$ cat config.mk
export PLATFORM = sky130hd
export DESIGN_NAME = ahbl_to_apb4_mux
export DESIGN_NICKNAME = d
export VERILOG_FILES = /design/src/rtl/ahbl_to_apb4_mux.sv
export SDC_FILE = /design/constraint.sdc
export NUM_CORES = 1
export LEC_CHECK = 0
export CORE_AREA = 2 2 171 173
export DETAILED_ROUTE_END_ITERATION = 6
export DIE_AREA = 0 0 173 175
export PLACE_DENSITY_LB_ADDON = 0.1
export SETUP_SLACK_MARGIN = 0.15
export SLEW_MARGIN = 20
export SYNTH_ARGS = -nofsm -noshare
export SYNTH_HDL_FRONTEND = slang
export SYNTH_SLANG_ARGS = --single-unit
$ cat constraint.sdc
create_clock -name clk -period 2.5 [get_ports clk]
set_clock_uncertainty 0.2 [all_clocks]
set_input_delay 0.5 -clock clk [delete_from_list [all_inputs] [get_ports clk]]
set_output_delay 0.5 -clock clk [all_outputs]
set_load 0.01 [all_outputs]
$ cat src/rtl/ahbl_to_apb4_mux.sv
// AHB-Lite slave to APB4 master bridge with PSEL decode,
// PSTRB/PPROT generation and a PREADY watchdog.
module ahbl_to_apb4_mux #(
  parameter int W_HADDR  = 32,
  parameter int W_PADDR  = 16,
  parameter int W_DATA   = 32,
  parameter int N_SLAVES = 4,
  parameter int W_SEL    = 2,
  parameter int TIMEOUT  = 255
) (
  input  logic                       clk,
  input  logic                       rst,
  input  logic                       ahbls_hready,
  output logic                       ahbls_hready_resp,
  output logic                       ahbls_hresp,
  input  logic [W_HADDR-1:0]         ahbls_haddr,
  input  logic                       ahbls_hwrite,
  input  logic [1:0]                 ahbls_htrans,
  input  logic [2:0]                 ahbls_hsize,
  input  logic [2:0]                 ahbls_hburst,
  input  logic [3:0]                 ahbls_hprot,
  input  logic                       ahbls_hmastlock,
  input  logic [W_DATA-1:0]          ahbls_hwdata,
  output logic [W_DATA-1:0]          ahbls_hrdata,
  input  logic [W_DATA-1:0]          ahbls_hartid,
  input  logic [W_HADDR-1:0]         ahbls_hd_pc,
  output logic [W_PADDR-1:0]         apbm_paddr,
  output logic [N_SLAVES-1:0]        apbm_psel,
  output logic                       apbm_penable,
  output logic                       apbm_pwrite,
  output logic [W_DATA-1:0]          apbm_pwdata,
  output logic [W_DATA/8-1:0]        apbm_pstrb,
  output logic [2:0]                 apbm_pprot,
  input  logic [N_SLAVES-1:0]        apbm_pready,
  input  logic [N_SLAVES-1:0]        apbm_pslverr,
  input  logic [N_SLAVES*W_DATA-1:0] apbm_prdata,
  output logic [W_DATA-1:0]          apbm_phartid,
  output logic [W_HADDR-1:0]         apbm_pd_pc,
  output logic                       timeout_pulse
);

  localparam int W_STRB = W_DATA / 8;
  localparam int W_CNT  = (TIMEOUT < 2) ? 1 : $clog2(TIMEOUT + 1);
  localparam logic [W_CNT-1:0] TO_M1 =
    W_CNT'((TIMEOUT == 0) ? 0 : TIMEOUT - 1);

  typedef enum logic [2:0] {
    IDLE, WDAT, SETUP, ACCESS, DONE, ERR0, ERR1
  } state_t;

  state_t               state_q, state_d;
  logic [W_PADDR-1:0]   paddr_q, paddr_d;
  logic [W_SEL-1:0]     idx_q, idx_d;
  logic                 bad_q, bad_d;
  logic                 pwrite_q, pwrite_d;
  logic [W_DATA-1:0]    pwdata_q, pwdata_d;
  logic [W_STRB-1:0]    pstrb_q, pstrb_d;
  logic [2:0]           pprot_q, pprot_d;
  logic [W_DATA-1:0]    hartid_q, hartid_d;
  logic [W_HADDR-1:0]   pc_q, pc_d;
  logic [W_DATA-1:0]    hrdata_q, hrdata_d;
  logic [W_CNT-1:0]     cnt_q, cnt_d;
  logic                 tmo_q, tmo_d;

  logic [W_SEL-1:0]     a_idx;
  logic                 a_bad;
  logic [W_STRB-1:0]    a_strb;
  logic                 accept;
  logic [N_SLAVES-1:0]  dec;
  logic                 sel_on;
  logic                 pready_s;
  logic                 pslverr_s;
  logic [W_DATA-1:0]    prdata_s;

  logic unused_ok;
  assign unused_ok = ^{ahbls_hburst, ahbls_hmastlock,
                       ahbls_hprot[3:2], ahbls_htrans[0],
                       ahbls_haddr[W_HADDR-1:W_PADDR+W_SEL]};

  assign a_idx  = ahbls_haddr[W_PADDR +: W_SEL];
  assign a_bad  = ({1'b0, a_idx} >= (W_SEL+1)'(N_SLAVES));
  assign accept = ahbls_hready && ahbls_htrans[1];

  // Write strobes from size and low address bits; reads strobe nothing.
  always_comb begin
    a_strb = '0;
    if (ahbls_hwrite) begin
      unique case (ahbls_hsize)
        3'd0:    a_strb = W_STRB'(4'b0001) << ahbls_haddr[1:0];
        3'd1:    a_strb = W_STRB'(4'b0011) << {ahbls_haddr[1], 1'b0};
        default: a_strb = {W_STRB{1'b1}};
      endcase
    end
  end

  // One-hot decode of the latched index and response mux from that slave.
  always_comb begin
    dec      = '0;
    prdata_s = '0;
    for (int i = 0; i < N_SLAVES; i++) begin
      dec[i]   = (idx_q == W_SEL'(i));
      prdata_s = prdata_s |
                 (apbm_prdata[i*W_DATA +: W_DATA] & {W_DATA{dec[i]}});
    end
  end

  assign pready_s  = |(apbm_pready & dec);
  assign pslverr_s = |(apbm_pslverr & dec);

  // Next state, AHB response and datapath register updates.
  always_comb begin
    state_d           = state_q;
    paddr_d           = paddr_q;
    idx_d             = idx_q;
    bad_d             = bad_q;
    pwrite_d          = pwrite_q;
    pwdata_d          = pwdata_q;
    pstrb_d           = pstrb_q;
    pprot_d           = pprot_q;
    hartid_d          = hartid_q;
    pc_d              = pc_q;
    hrdata_d          = hrdata_q;
    cnt_d             = cnt_q;
    tmo_d             = 1'b0;
    sel_on            = 1'b0;
    apbm_penable      = 1'b0;
    ahbls_hready_resp = 1'b0;
    ahbls_hresp       = 1'b0;
    unique case (state_q)
      IDLE, DONE, ERR1: begin
        ahbls_hready_resp = 1'b1;
        ahbls_hresp       = (state_q == ERR1);
        state_d           = IDLE;
        if (accept) begin
          paddr_d  = ahbls_haddr[W_PADDR-1:0];
          idx_d    = a_idx;
          bad_d    = a_bad;
          pwrite_d = ahbls_hwrite;
          pstrb_d  = a_strb;
          pprot_d  = {~ahbls_hprot[0], 1'b1, ahbls_hprot[1]};
          hartid_d = ahbls_hartid;
          pc_d     = ahbls_hd_pc;
          if (ahbls_hwrite) state_d = WDAT;
          else if (a_bad)   state_d = ERR0;
          else              state_d = SETUP;
        end
      end
      WDAT: begin
        pwdata_d = ahbls_hwdata;
        state_d  = bad_q ? ERR0 : SETUP;
      end
      SETUP: begin
        sel_on  = 1'b1;
        cnt_d   = '0;
        state_d = ACCESS;
      end
      ACCESS: begin
        sel_on       = 1'b1;
        apbm_penable = 1'b1;
        if (pready_s) begin
          if (pslverr_s) begin
            state_d = ERR0;
          end else begin
            state_d = DONE;
            if (!pwrite_q) hrdata_d = prdata_s;
          end
        end else begin
          cnt_d = cnt_q + W_CNT'(1);
          if (TIMEOUT != 0 && cnt_q == TO_M1) begin
            state_d = ERR0;
            tmo_d   = 1'b1;
          end
        end
      end
      ERR0: begin
        ahbls_hresp = 1'b1;
        state_d     = ERR1;
      end
      default: state_d = IDLE;
    endcase
  end

  assign apbm_psel     = sel_on ? dec : '0;
  assign apbm_paddr    = paddr_q;
  assign apbm_pwrite   = pwrite_q;
  assign apbm_pwdata   = pwdata_q;
  assign apbm_pstrb    = pstrb_q;
  assign apbm_pprot    = pprot_q;
  assign apbm_phartid  = hartid_q;
  assign apbm_pd_pc    = pc_q;
  assign ahbls_hrdata  = hrdata_q;
  assign timeout_pulse = tmo_q;

  // FSM state register.
  always_ff @(posedge clk) begin
    if (rst) state_q <= IDLE;
    else     state_q <= state_d;
  end

  // Latched transfer attributes, read data and watchdog.
  always_ff @(posedge clk) begin
    if (rst) begin
      paddr_q  <= '0;
      idx_q    <= '0;
      bad_q    <= 1'b0;
      pwrite_q <= 1'b0;
      pwdata_q <= '0;
      pstrb_q  <= '0;
      pprot_q  <= '0;
      hartid_q <= '0;
      pc_q     <= '0;
      hrdata_q <= '0;
      cnt_q    <= '0;
      tmo_q    <= 1'b0;
    end else begin
      paddr_q  <= paddr_d;
      idx_q    <= idx_d;
      bad_q    <= bad_d;
      pwrite_q <= pwrite_d;
      pwdata_q <= pwdata_d;
      pstrb_q  <= pstrb_d;
      pprot_q  <= pprot_d;
      hartid_q <= hartid_d;
      pc_q     <= pc_d;
      hrdata_q <= hrdata_d;
      cnt_q    <= cnt_d;
      tmo_q    <= tmo_d;
    end
  end

endmodule
# Word level (Yosys, flattened, before mapping)
# Cells that the tools add are included.
# classes
addsub	1
n_mul	0
div	0
order_cmp	0
eq_ne	13
shift	2
n_mux	16
bitwise_logic	13
n_reduce_logical	13
# op_table
cell	n
$and A32 B32 Y32	4
$or A32 B32 Y32	3
$pmux W8 S2	1
$pmux W3 S5	1
$eq A3 B3 Y1 const B	3
$add A8 B1 Y8 const B	1
$and A4 B4 Y4	2
$eq A8 B8 Y1 const B	1
$mux W4	2
$mux W8	1
$pmux W4 S2	1
$reduce_or A4 Y1	2
$eq A3 B1 Y1 const B	2
$eq A3 B2 Y1 const B	2
$logic_not A3 Y1	2
$mux W3	2
$reduce_or A6 Y1	1
$mux W1	5
$eq A2 B2 Y1 const B	2
$mux W2	2
$not A1 Y1	4
$reduce_and A2 Y1	2
$reduce_and A4 Y1	1
$shl A1 B2 Y4 const A	1
10 further kinds	10
# totals
reg_bits	166
latchBits	0
ramBits	0
romBits	0
inputBits	281
output_inout_bits	160
n_memories	0

# Depth between registers and ports, before layout
# depth
word_depth	6
mapped_depth	7
ltp_nobuf	6

# Worst setup path after synthesis
# OpenSTA, ideal clock, no wires.
# synth_path
path_kind	input to register
startpoint	in apbm_pready[3]
endpoint	reg cnt_q[7]
arrival_time_ns	1.838
required_ns	2.230
setup_slack_ns	0.393
cell_stages	4
n_path_buf	0
cell_sequence	mux4_2 a21o_1 or4_1 a21oi_1
# synth_via
elab_chain_cells	4
# synth_lines
item	line_no	text
start: declaration	34	input logic [N_SLAVES-1:0] apbm_pready,
$and A4 B4 Y4	107	assign pready_s = |(apbm_pready & dec);
$reduce_or A4 Y1	107	
$ne A2 B2 Y1 (no source line)	--	
$reduce_and A2 Y1 (no source line)	--	
end signal: assignment	226	cnt_q <= cnt_d;
end: declaration	62	logic [W_CNT-1:0] cnt_q, cnt_d;
# Every way passes these cells.
# A chain may end at the register's enable or synchronous reset.

# Worst setup path in the final report
# layout_path
startpoint	reg state_q[2]
endpoint	out apbm_psel[1]
# layout_via
elab_chain_cells	4
elab_cells_between_ends	5
# layout_lines
item	line_no	text
start: declaration	51	state_t state_q, state_d;
start signal: assignment	197	else state_q <= state_d;
$eq A3 B2 Y1	129	unique case (state_q)
$reduce_or A2 Y1 (no source line) *	--	
$mux W1 *	129	
$mux W4 *	183	assign apbm_psel = sel_on ? dec : '0;
end: declaration	28	output logic [N_SLAVES-1:0] apbm_psel,
# Every way passes the cells marked *; elsewhere a longest branch is shown, timed or not.

==> reports/qor.yml <==
clock_latency_ns: 0.43
ys_seq_area_share_pct: 48.22
routed_via_density: 4.532
reg2reg_from: "idx_q[0]"
fmax_mhz: 453.3
hold_path.class: "input pin to register"
io_buffer_count: 419
root_buffer: "clkbuf_16"
maxSlewViolCount: 0
routed_wl_um: 28170
worst_slack_ns: 0.2940
min-delay-start: "rst"
num_rows: 62
path_cells: "nand2b_2 > nor3b_1 > dlygate4sd2_1"
whs_endpoint: "apbm_phartid[30]"
globalRoute.totalOverflow: 0
worstPathArrival_ns: 1.51
cp_slowest_cell: "dfxtp_1"
placed_area_um2: 11590
maxCapViolations: 0
wl_per_cell_um: 17.49
total_power_w: 0.007112
area_delta_synth_final_pct: 77.92
p_leak_nw: 4.234
ys_types: 34
io_pins: 441
tritoncts: "yes"
ir_worst_vdd_v: 0.0003204
crit_required_ns: 1.80
finalSetupViolCount: 0
cts_buffers: 17
post-place-ws_ns: -0.07781
die-area_um2: 30280
grt_pass1_wl_um: 42800
grt_max_degree: 83
final_cells: 1610
clock-sinks: 166
relSlewSlack_pct: 57.88
period_minus_slack_ns: 2.206
syn_inst: 813
yosysMostFrequentCell: "nand2_1"
hold_depth: 2
synthTopCellsByArea: "dfxtp_1, nand2_1, a21oi_1"
critical_path_buf_inv_count: 1
critPathKind: "register to primary output"
period_share_pct: 88.24
synth_common_cells: "nand2_1, dfxtp_1, a21oi_1, clkbuf_1"
reg2reg_to: "cnt_q[6]"
nets: 1495
synth_nets: 1096
crit_fanout: 6
ff2ff_path_depth: 5
path_clk_slew_ns: 0.07
rsz0062_at_grt: "no"
max_stage_delay_ns: 0.35
syn_area_per_cell_um2: 8.477
r2r_setup_slack_ns: 0.45
dpl.hpwl_um: 20590
drive_above_1_share_pct: 8.824
syn-cell-area_um2: 6892
core_um2: 28390
grtUsageTotal_pct: 18.17
clockBufferDepth: 2
hold_violations: 0
powerDensity_nw_per_um2: 580.0
design_area_um2: 12260
synth_top_area_cell: "dfxtp_1"
run_status: "finished clean"
synth_edf_count: 0
chipWidth_um: 173
drcViolationCount: 0
yosysTopAreaCellShare_pct: 48.22
antenna_found_initial: 2
crit_family: "simple AND/OR/NAND/NOR gates"
async_flop_share_pct: 0
dr_total_vias: 7297
tightest_slew_ns: 0.6318
ys.flop_type: "dfxtp_1"
drt.antenna.violating_nets: 0
ctsHtreeMaxLevel: 4
gp_congestion: 0.8103
grt_pass1_vias: 7229
first_iter_violations: 314
cp-start-kind: "register"
fp.dieH_um: 175
dr.pass1.iters: 4
yosysWarnings: 0
synth_seq_cells: 166
placedCellCount: 1576
critPathCaptureType: "primary output"
initial_core_util_pct: 24.27
==> stage by stage <==
step                      util (%)  hold slack [ns]  setup TNS [ns]
after floorplan                  -           0.2460               0
after global placement       40.83           0.2405         -0.1653
after detailed placement     40.83           0.2457         -0.2176
after CTS                    43.15           0.1963               0
after global routing         43.18           0.2140               0
final                        43.19           0.2047               0
==> metal layers <==
metal  global-route usage [%]  part of all wire, %  vias to the layer above
li1                         -                    -                     3578
met1                    20.93                   41                     3394
met2                    29.97                   47                      290
met3                    8.442                   11                       35
met4                    5.720                  2.3                        0
met5                        0                    0                        -
==> flip-flops by register name (all words and copies together) (netlist names), 2 cells and up <==
name and flops:
ahbls_hrdata 32, apbm_paddr 16, apbm_pd_pc 32, apbm_phartid 32, apbm_pprot 3, apbm_pstrb 4, apbm_pwdata 32, cnt_q 8
idx_q 2, state_q 3
==> where the power goes <==
part	switching [W]	internal, W
Clock	0.00121	0.00170
Sequential	0.0000694	0.00277
Combinational	0.000567	0.000796
Total	0.00185	0.00527
==> layout make-up <==
| class | count | area (µm²) |
|---|---|---|
| clock buffers | 17 | 425.4 |
| flip-flops and latches | 166 | 3331 |
| well taps | 384 | 480.5 |
| inverters | 4 | 15.01 |
| diodes | 2 | 5.005 |
| multi-input cells | 576 | 3319 |
| repair buffers | 447 | 4476 |
| fillers | 2837 | 16130 |
| clock inverters | 14 | 210.2 |
==> placed cells by master (no fill, tap or decap), types with 6 or more instances in the layout <==
cell	count
a21oi_1	158
buf_12	6
buf_4	23
clkbuf_16	17
clkdlybuf4s50_1	411
dfxtp_1	162
mux4_2	35
nand2_1	243
nand3_1	38
nor2_1	13
nor2b_1	7
o21ai_0	38
==> worst register-to-register path, delay by kind of cell (launching register included) <==
family | cells | cell delay (ns)
flip-flops | 1 | 0.36
buffers and inverters | 1 | 0.15
AO/OA/AOI/OAI | 2 | 0.37
multiplexers | 1 | 0.54
AND/OR/NAND/NOR | 1 | 0.34
==> worst max-delay path by stage <==
stage          slack, ns      startpoint  depth (start not counted)           end
4_1_cts            0.006      state_q[0]                          3   ahbls_hresp
2_1_floorplan       0.39  apbm_pready[3]                          4      cnt_q[7]
5_1_grt             0.19      state_q[2]                          3  apbm_psel[1]
3_5_place_dp       -0.08  apbm_pready[3]                          6      cnt_q[6]
3_3_place_gp       -0.06  apbm_pready[3]                          6      cnt_q[6]
6_report            0.29      state_q[2]                          3  apbm_psel[1]
==> cells by family after synthesis <==
logic type                 count (synthesis)  synth area share, %
and+or+nand+nor                          328                19.90
xor gates and xnor gates                   3               0.3813
buffers and inverters                     71                4.085
AOI/OAI and AO/OA                        208                15.61
muxes                                     35                11.44
adders and majority gates                  2               0.3631
DFF                                      166                48.22
==> timing repair <==
item | in CTS | in global routing
hold buffers | 0 | 0
pin swaps | 1 | 0
cloned | 0 | 0
setup buffers | 1 | 0
resized for setup | 12 | 3
setup endpoints to repair | 7 | 2
No activity file was read; power rests on OpenSTA's default activity.
